$ cat src/rtl/dsp_pkg.sv
// -----------------------------------------------------------------------------
// dsp_pkg
// Shared definitions for the MAC/accumulator datapath:
//   - PRE_ADD / PRE_SUB : pre-adder operation codes (D+B / D-B)
//   - sat_add           : width-generic signed add with overflow detect and
//                         optional clamp. Operands are sign-extended into a
//                         SAT_W-bit container; the caller states the real
//                         accumulator width w (w <= SAT_W-1).
// -----------------------------------------------------------------------------
package dsp_pkg;

    localparam int   SAT_W   = 128;
    localparam logic PRE_ADD = 1'b0;
    localparam logic PRE_SUB = 1'b1;

    typedef struct packed {
        logic                    ovf;
        logic signed [SAT_W-1:0] sum;
    } sat_res_t;

    // Both operands must already be sign-extended values that fit in w bits.
    // The SAT_W-bit sum is exact, so overflow is a plain range test against
    // the w-bit signed limits. With sat=0 the caller truncates to w bits,
    // which yields the two's-complement wrap.
    function automatic sat_res_t sat_add(
        input logic signed [SAT_W-1:0] a,
        input logic signed [SAT_W-1:0] b,
        input int                      w,
        input logic                    sat
    );
        sat_res_t                res;
        logic signed [SAT_W-1:0] s;
        logic signed [SAT_W-1:0] vmax;
        logic signed [SAT_W-1:0] vmin;
        s        = a + b;
        vmax     = (SAT_W'(1) << (w - 1)) - SAT_W'(1);
        vmin     = ~vmax;
        res.ovf  = (s > vmax) || (s < vmin);
        res.sum  = s;
        if (sat && (s > vmax)) begin
            res.sum = vmax;
        end else if (sat && (s < vmin)) begin
            res.sum = vmin;
        end
        return res;
    endfunction

endpackage

$ cat src/rtl/dsp_pipe_reg.sv
// -----------------------------------------------------------------------------
// dsp_pipe_reg
// W-bit pipeline register with clock enable and synchronous active-low reset.
// Ports:
//   i_clk   : clock, rising edge
//   i_rst_n : synchronous reset, active low, clears q to 0 regardless of i_ce
//   i_ce    : clock enable; 0 holds q
//   i_d     : data in
//   o_q     : registered data out
// -----------------------------------------------------------------------------
module dsp_pipe_reg #(
    parameter int W = 1
) (
    input  logic         i_clk,
    input  logic         i_rst_n,
    input  logic         i_ce,
    input  logic [W-1:0] i_d,
    output logic [W-1:0] o_q
);

    always_ff @(posedge i_clk) begin
        if (!i_rst_n) begin
            o_q <= '0;
        end else if (i_ce) begin
            o_q <= i_d;
        end
    end

endmodule

$ cat src/rtl/dsp_mac_accum.sv
// -----------------------------------------------------------------------------
// dsp_mac_accum
// Pre-adder -> multiplier -> frame accumulator. Signed samples arrive with a
// valid/last handshake; each frame is summed starting from its C bias and one
// P result pulse is produced per frame (latency 4 with MREG=1, 3 with MREG=0,
// counted in PCE=1 cycles).
// Ports:
//   PCLK, PRSTN (sync, active low), PCE (global clock enable)
//   IN_VALID, IN_LAST            : sample handshake
//   A, B, D, C                   : multiplicand, pre-adder operands, frame bias
//   PRE_EN, PRE_SUB              : pre-adder enable / operation
//   P, OUT_VALID, OVF, BUSY      : frame result, result pulse, frame overflow,
//                                  frame open at the accumulator
// -----------------------------------------------------------------------------
module dsp_mac_accum #(
    parameter int A_W      = 18,
    parameter int B_W      = 18,
    parameter int P_W      = 48,
    parameter int MREG     = 1,
    parameter int SATURATE = 0
) (
    input  logic           PCLK,
    input  logic           PRSTN,
    input  logic           PCE,
    input  logic           IN_VALID,
    input  logic           IN_LAST,
    input  logic [A_W-1:0] A,
    input  logic [B_W-1:0] B,
    input  logic [B_W-1:0] D,
    input  logic [P_W-1:0] C,
    input  logic           PRE_EN,
    input  logic           PRE_SUB,
    output logic [P_W-1:0] P,
    output logic           OUT_VALID,
    output logic           OVF,
    output logic           BUSY
);

    import dsp_pkg::*;

    localparam int M_W  = A_W + B_W + 1;
    localparam int S1_W = A_W + 2 * B_W + P_W + 4;
    localparam int S2_W = (B_W + 1) + A_W + P_W + 2;
    localparam int S3_W = M_W + P_W + 2;

    generate
        if (P_W < M_W || P_W > SAT_W - 1) begin : g_bad_pw
            $error("dsp_mac_accum: P_W must be in [A_W+B_W+1, %0d]", SAT_W - 1);
        end
    endgenerate

    // ---------------- S1: input capture ----------------
    logic [S1_W-1:0]  w_s1_q;
    logic [A_W-1:0]   w_s1_a;
    logic [B_W-1:0]   w_s1_b;
    logic [B_W-1:0]   w_s1_dop;
    logic [P_W-1:0]   w_s1_c;
    logic             w_s1_en;
    logic             w_s1_sub;
    logic             w_s1_v;
    logic             w_s1_l;

    // LAST is qualified with VALID here so it never needs re-qualifying.
    dsp_pipe_reg #(.W(S1_W)) u_s1 (
        .i_clk   (PCLK),
        .i_rst_n (PRSTN),
        .i_ce    (PCE),
        .i_d     ({A, B, D, C, PRE_EN, PRE_SUB, IN_VALID, IN_VALID & IN_LAST}),
        .o_q     (w_s1_q)
    );
    assign {w_s1_a, w_s1_b, w_s1_dop, w_s1_c, w_s1_en, w_s1_sub, w_s1_v, w_s1_l} = w_s1_q;

    // ---------------- S2: pre-adder ----------------
    logic signed [B_W:0] w_b_x;
    logic signed [B_W:0] w_d_x;
    logic signed [B_W:0] w_pre;

    assign w_b_x = {w_s1_b[B_W-1], w_s1_b};
    assign w_d_x = {w_s1_dop[B_W-1], w_s1_dop};

    always_comb begin
        w_pre = w_b_x;
        if (w_s1_en) begin
            w_pre = (w_s1_sub == dsp_pkg::PRE_SUB) ? (w_d_x - w_b_x) : (w_d_x + w_b_x);
        end
    end

    logic [S2_W-1:0]  w_s2_q;
    logic [B_W:0]     w_s2_pre;
    logic [A_W-1:0]   w_s2_a;
    logic [P_W-1:0]   w_s2_c;
    logic             w_s2_v;
    logic             w_s2_l;

    dsp_pipe_reg #(.W(S2_W)) u_s2 (
        .i_clk   (PCLK),
        .i_rst_n (PRSTN),
        .i_ce    (PCE),
        .i_d     ({w_pre, w_s1_a, w_s1_c, w_s1_v, w_s1_l}),
        .o_q     (w_s2_q)
    );
    assign {w_s2_pre, w_s2_a, w_s2_c, w_s2_v, w_s2_l} = w_s2_q;

    // ---------------- S3: multiplier ----------------
    // Both factors are widened to M_W; the true product always fits in M_W.
    logic signed [M_W-1:0] w_mul_pre;
    logic signed [M_W-1:0] w_mul_a;
    logic signed [M_W-1:0] w_mul;

    assign w_mul_pre = {{A_W{w_s2_pre[B_W]}}, w_s2_pre};
    assign w_mul_a   = {{(B_W + 1){w_s2_a[A_W-1]}}, w_s2_a};
    assign w_mul     = w_mul_pre * w_mul_a;

    logic [S3_W-1:0]  w_s3_d;
    logic [S3_W-1:0]  w_s3_q;
    logic [M_W-1:0]   w_s3_m;
    logic [P_W-1:0]   w_s3_c;
    logic             w_s3_v;
    logic             w_s3_l;

    assign w_s3_d = {w_mul, w_s2_c, w_s2_v, w_s2_l};

    generate
        if (MREG != 0) begin : g_mreg
            dsp_pipe_reg #(.W(S3_W)) u_s3 (
                .i_clk   (PCLK),
                .i_rst_n (PRSTN),
                .i_ce    (PCE),
                .i_d     (w_s3_d),
                .o_q     (w_s3_q)
            );
        end else begin : g_no_mreg
            assign w_s3_q = w_s3_d;
        end
    endgenerate
    assign {w_s3_m, w_s3_c, w_s3_v, w_s3_l} = w_s3_q;

    // ---------------- S4: accumulator ----------------
    logic [P_W-1:0] r_acc;
    logic           r_first;
    logic           r_ovf_frame;
    logic [P_W-1:0] r_p;
    logic           r_out_valid;
    logic           r_ovf;

    logic [P_W-1:0]     w_base;
    sat_res_t           w_add;
    logic [P_W-1:0]     w_acc_next;
    logic               w_frame_ovf;
    logic [SAT_W-P_W-1:0] w_unused_hi;

    // First sample of a frame starts from its own C, discarding the old acc.
    assign w_base      = r_first ? w_s3_c : r_acc;
    assign w_add       = sat_add({{(SAT_W - P_W){w_base[P_W-1]}}, w_base},
                                 {{(SAT_W - M_W){w_s3_m[M_W-1]}}, w_s3_m},
                                 P_W, (SATURATE != 0));
    assign w_acc_next  = w_add.sum[P_W-1:0];
    assign w_unused_hi = w_add.sum[SAT_W-1:P_W];
    // Sticky frame flag: restarts on the first sample of each frame.
    assign w_frame_ovf = (r_first ? 1'b0 : r_ovf_frame) | w_add.ovf;

    always_ff @(posedge PCLK) begin
        if (!PRSTN) begin
            r_acc       <= '0;
            r_first     <= 1'b1;
            r_ovf_frame <= 1'b0;
            r_p         <= '0;
            r_out_valid <= 1'b0;
            r_ovf       <= 1'b0;
        end else if (PCE) begin
            r_out_valid <= w_s3_v & w_s3_l;
            if (w_s3_v) begin
                r_acc       <= w_acc_next;
                r_ovf_frame <= w_frame_ovf;
                r_first     <= w_s3_l;
                if (w_s3_l) begin
                    r_p   <= w_acc_next;
                    r_ovf <= w_frame_ovf;
                end
            end
        end
    end

    assign P         = r_p;
    assign OUT_VALID = r_out_valid;
    assign OVF       = r_ovf;
    assign BUSY      = ~r_first;

endmodule

$ cat config.mk
export PLATFORM = sky130hd
export DESIGN_NAME = dsp_mac_accum
export DESIGN_NICKNAME = d
export VERILOG_FILES = /design/src/rtl/dsp_pkg.sv /design/src/rtl/dsp_pipe_reg.sv /design/src/rtl/dsp_mac_accum.sv
export SDC_FILE = /design/constraint.sdc
export NUM_CORES = 2
export LEC_CHECK = 0
export ABC_AREA = 1
export ABC_CLOCK_PERIOD_IN_PS = 18300
export CORE_ASPECT_RATIO = 1.2
export CORE_MARGIN = 2
export CORE_UTILIZATION = 40
export DETAILED_ROUTE_END_ITERATION = 16
export PLACE_DENSITY_LB_ADDON = 0.05
export SYNTH_ARGS = -nofsm -noshare
export SYNTH_HDL_FRONTEND = slang
export SYNTH_SLANG_ARGS = --single-unit
$ cat constraint.sdc
create_clock -name PCLK -period 18.3 [get_ports PCLK]
set_input_delay 3.66 -clock PCLK [delete_from_list [all_inputs] [get_ports PCLK]]
set_output_delay 3.66 -clock PCLK [all_outputs]
set_load 0.01 [all_outputs]
==> flow_metrics.env <==
export IMPL_status="completed"
export IMPL_start_util_pct=40.3
export IMPL_routed_via_density=4.90
export IMPL_post_route_period_util_pct=36.7
export IMPL_power_static_leakage_uw=0.0190
export IMPL_cts_setup_buffers=0
export IMPL_syn_area_um2=32500
export IMPL_antenna_found_initial=0
export IMPL_end_kind="flop"
export IMPL_rows=114
export IMPL_wire_per_inst_um=18.1
export IMPL_fin_skew_ns=0.0459
export IMPL_yosysMostFrequentCell="inv_1"
export IMPL_worstHoldPathType="flop to flop"
export IMPL_gr_total_overflow=0
export IMPL_nFillCells=8650
export IMPL_p_total_uw=2890
export IMPL_cts_sinks=380
export IMPL_cts_tree="done"
export IMPL_grt_pass1_wl_um=161000
export IMPL_h_tree_depth=2
export IMPL_synth_edff_count=0
export IMPL_drt_wl_total_um=103000
export IMPL_die_w_um=264
export IMPL_cts_hold_buffers=0
export IMPL_dp_hpwl_um=80200
export IMPL_fin_crit_ns=6.71
export IMPL_die_height_um=316
export IMPL_clock_latency_ns=0.62
export IMPL_hold_viol=0
export IMPL_slew_headroom_pct=35.8
export IMPL_place_congestion=0.936
export IMPL_worst_pin_slew_ns=0.964
export IMPL_async_reset_ff_share_pct=0
export IMPL_final_setup_worst_slack_ns=11.59
export IMPL_yosys_most_used_dff="dfxtp_1"
export IMPL_rsz0062_at_grt="no"
export IMPL_final_util_pct=45.3
export IMPL_post_place_ws_ns=11.58
export IMPL_grt_max_degree=161
export IMPL_synth_area_leaders="dfxtp_1 23%, fa_1 21%, inv_1 11%"
export IMPL_cp_required_ns=18.81
export IMPL_ys_warn_count=0
export IMPL_fmax_mhz=149
export IMPL_core_area_um2=80400
export IMPL_cp_arrival_ns=7.22
export IMPL_io_pins=160
export IMPL_port_buffers=159
export IMPL_cts_clk_slew_worst_paths_ns=0.06
export IMPL_syn_avg_cell_area_um2=7.13
export IMPL_synth_fp_nets=5173
export IMPL_finalNetCount=5215
export IMPL_synth_top_area_share_pct=23.4
export IMPL_slew_violations=0
export IMPL_finalSetupTns_ns=0
export IMPL_numCtsBuffers=44
export IMPL_synth_seq_cells=380
export IMPL_syn_inst=4555
export IMPL_setup_viol=0
export IMPL_drt_pass1_iter_count=5
export IMPL_root_buffer="clkbuf_16"
export IMPL_ys_top_cells_by_count="934 x inv_1, 837 x nand2_1, 636 x nor2_1"
export IMPL_ys_seq_area_share_pct=23.4
export IMPL_clock_path_buffers=3
export IMPL_multiInputGateArea_um2=20500
export IMPL_critPathKind="flop to flop"
export IMPL_grt_util_all_layers_pct=24.9
export IMPL_ctsResizeCount=0
export IMPL_seq_area_um2=7610
export IMPL_drc=0
export IMPL_drive_gt1_share_pct=4.30
export IMPL_crit_path_start_kind="flop"
export IMPL_crit_fanout=20
export IMPL_ir_drop_mv=0.0786
export IMPL_initialDrtViolationCount=1602
export IMPL_synth_top_area_cell="dfxtp_1"
export IMPL_postRouteAntennaNets=0
export IMPL_syn_to_final_growth_pct=12.3
export IMPL_die_area_um2=83500
export IMPL_vias=27800
export IMPL_grt_pass1_vias=28300
export IMPL_maxCapViolCount=0
export IMPL_synth_cell_type_count=48
export IMPL_p_per_area_nw_per_um2=79.3
==> per-layer routing <==
metal | part of all wire, % | up-vias | track usage (%)
met3 | 2.8 | 164 | 2.10
met1 | 41 | 13300 | 29.2
met5 | 0 | - | 0
met2 | 52 | 473 | 47.1
li1 | - | 13900 | -
met4 | 3.9 | 0 | 9.34
==> worst paths after layout <==
kind / startpoint / to / depth (start not counted) / slack [ns]
worst max-delay path: u_s2.o_q[53] / g_mreg.u_s3.o_q[85] / 20 / 11.59
worst min register to register: r_acc[0] / r_acc[0] / 2 / 0.46
worst max register to register: u_s2.o_q[53] / g_mreg.u_s3.o_q[85] / 20 / 11.59
worst min-delay path: r_acc[0] / r_acc[0] / 2 / 0.46
==> through the flow <==
stage | std cells | cell area, um2 | hold slack, ns
global route | 5674 | 36400 | 0.478
finish | 5675 | 36400 | 0.461
floorplan | 4555 | 32500 | 0.425
detailed placement | 5595 | 34900 | 0.448
global placement | 5595 | 34900 | 0.439
CTS | 5674 | 36400 | 0.463
==> layout make-up <==
cell class / instances / area share [%]
Multi-Input combinational cell: 3016 / 56.3
Sequential cell: 380 / 20.9
Inverter: 950 / 9.81
Timing Repair Buffer: 205 / 5.34
Tap cell: 1044 / 3.58
Clock buffer: 66 / 3.58
Clock inverter: 13 / 0.546
Antenna cell: 1 / 0.00687
==> flip-flops by register name, indices dropped and copies added (netlist names) <==
name and flops:
u_s1.o_q 106, g_mreg.u_s3.o_q 87, u_s2.o_q 87, P 48
r_acc 48, OUT_VALID 1, OVF 1, r_first 1
r_ovf_frame 1
==> logic make-up after synthesis <==
family / after synthesis / synth area share, %
AO/OA/AOI/OAI: 745 / 12.5
XOR/XNOR: 77 / 2.08
adder cells (fa/ha/maj): 509 / 27.6
buffers and inverters: 1159 / 13.4
flip-flops: 380 / 23.4
AND/OR/NAND/NOR: 1685 / 20.9
==> report_power, final <==
part	switching (uW)	internal (uW)	total (uW)
logic	677	358	1030
registers	52.5	886	939
clock network	389	527	916
==> cells in the final DEF (no fill, tap or decap), types with 4 or more instances in the layout <==
cell type,n
a21boi_0,4
a21o_1,17
a21oi_1,217
a21oi_2,5
a31oi_1,7
buf_4,46
clkbuf_1,10
clkbuf_16,44
clkbuf_8,14
clkdlybuf4s50_1,157
dfxtp_1,379
fa_1,347
ha_1,162
inv_1,933
inv_2,14
nand2_1,836
nand2_2,21
nand3_1,96
nand3_2,7
nand3b_1,7
nand4_1,23
nor2_1,635
nor2_2,11
nor2_4,4
nor3_1,19
nor4_1,5
o211ai_1,18
o21a_1,17
o21ai_0,392
o21ai_1,15
o21bai_1,37
o221ai_1,4
or2_1,4
or2_2,7
xnor2_1,22
xor2_1,55
==> worst max-delay path, stage by stage (launching register included) <==
cell and delay (ns):
dfxtp_1 0.92, nand2_1 0.31, fa_1 0.60, inv_1 0.16, fa_1 0.84, inv_1 0.17, fa_1 0.50, inv_1 0.05
fa_1 0.56, fa_1 0.44, fa_1 0.44, ha_1 0.39, a21oi_1 0.21, a21boi_0 0.32, o21ai_0 0.11, a21oi_1 0.21
nand2_1 0.08, nand2_1 0.06, nand3_1 0.06, o211ai_1 0.12, inv_1 0.05
Power figures use the tool's default switching activity.
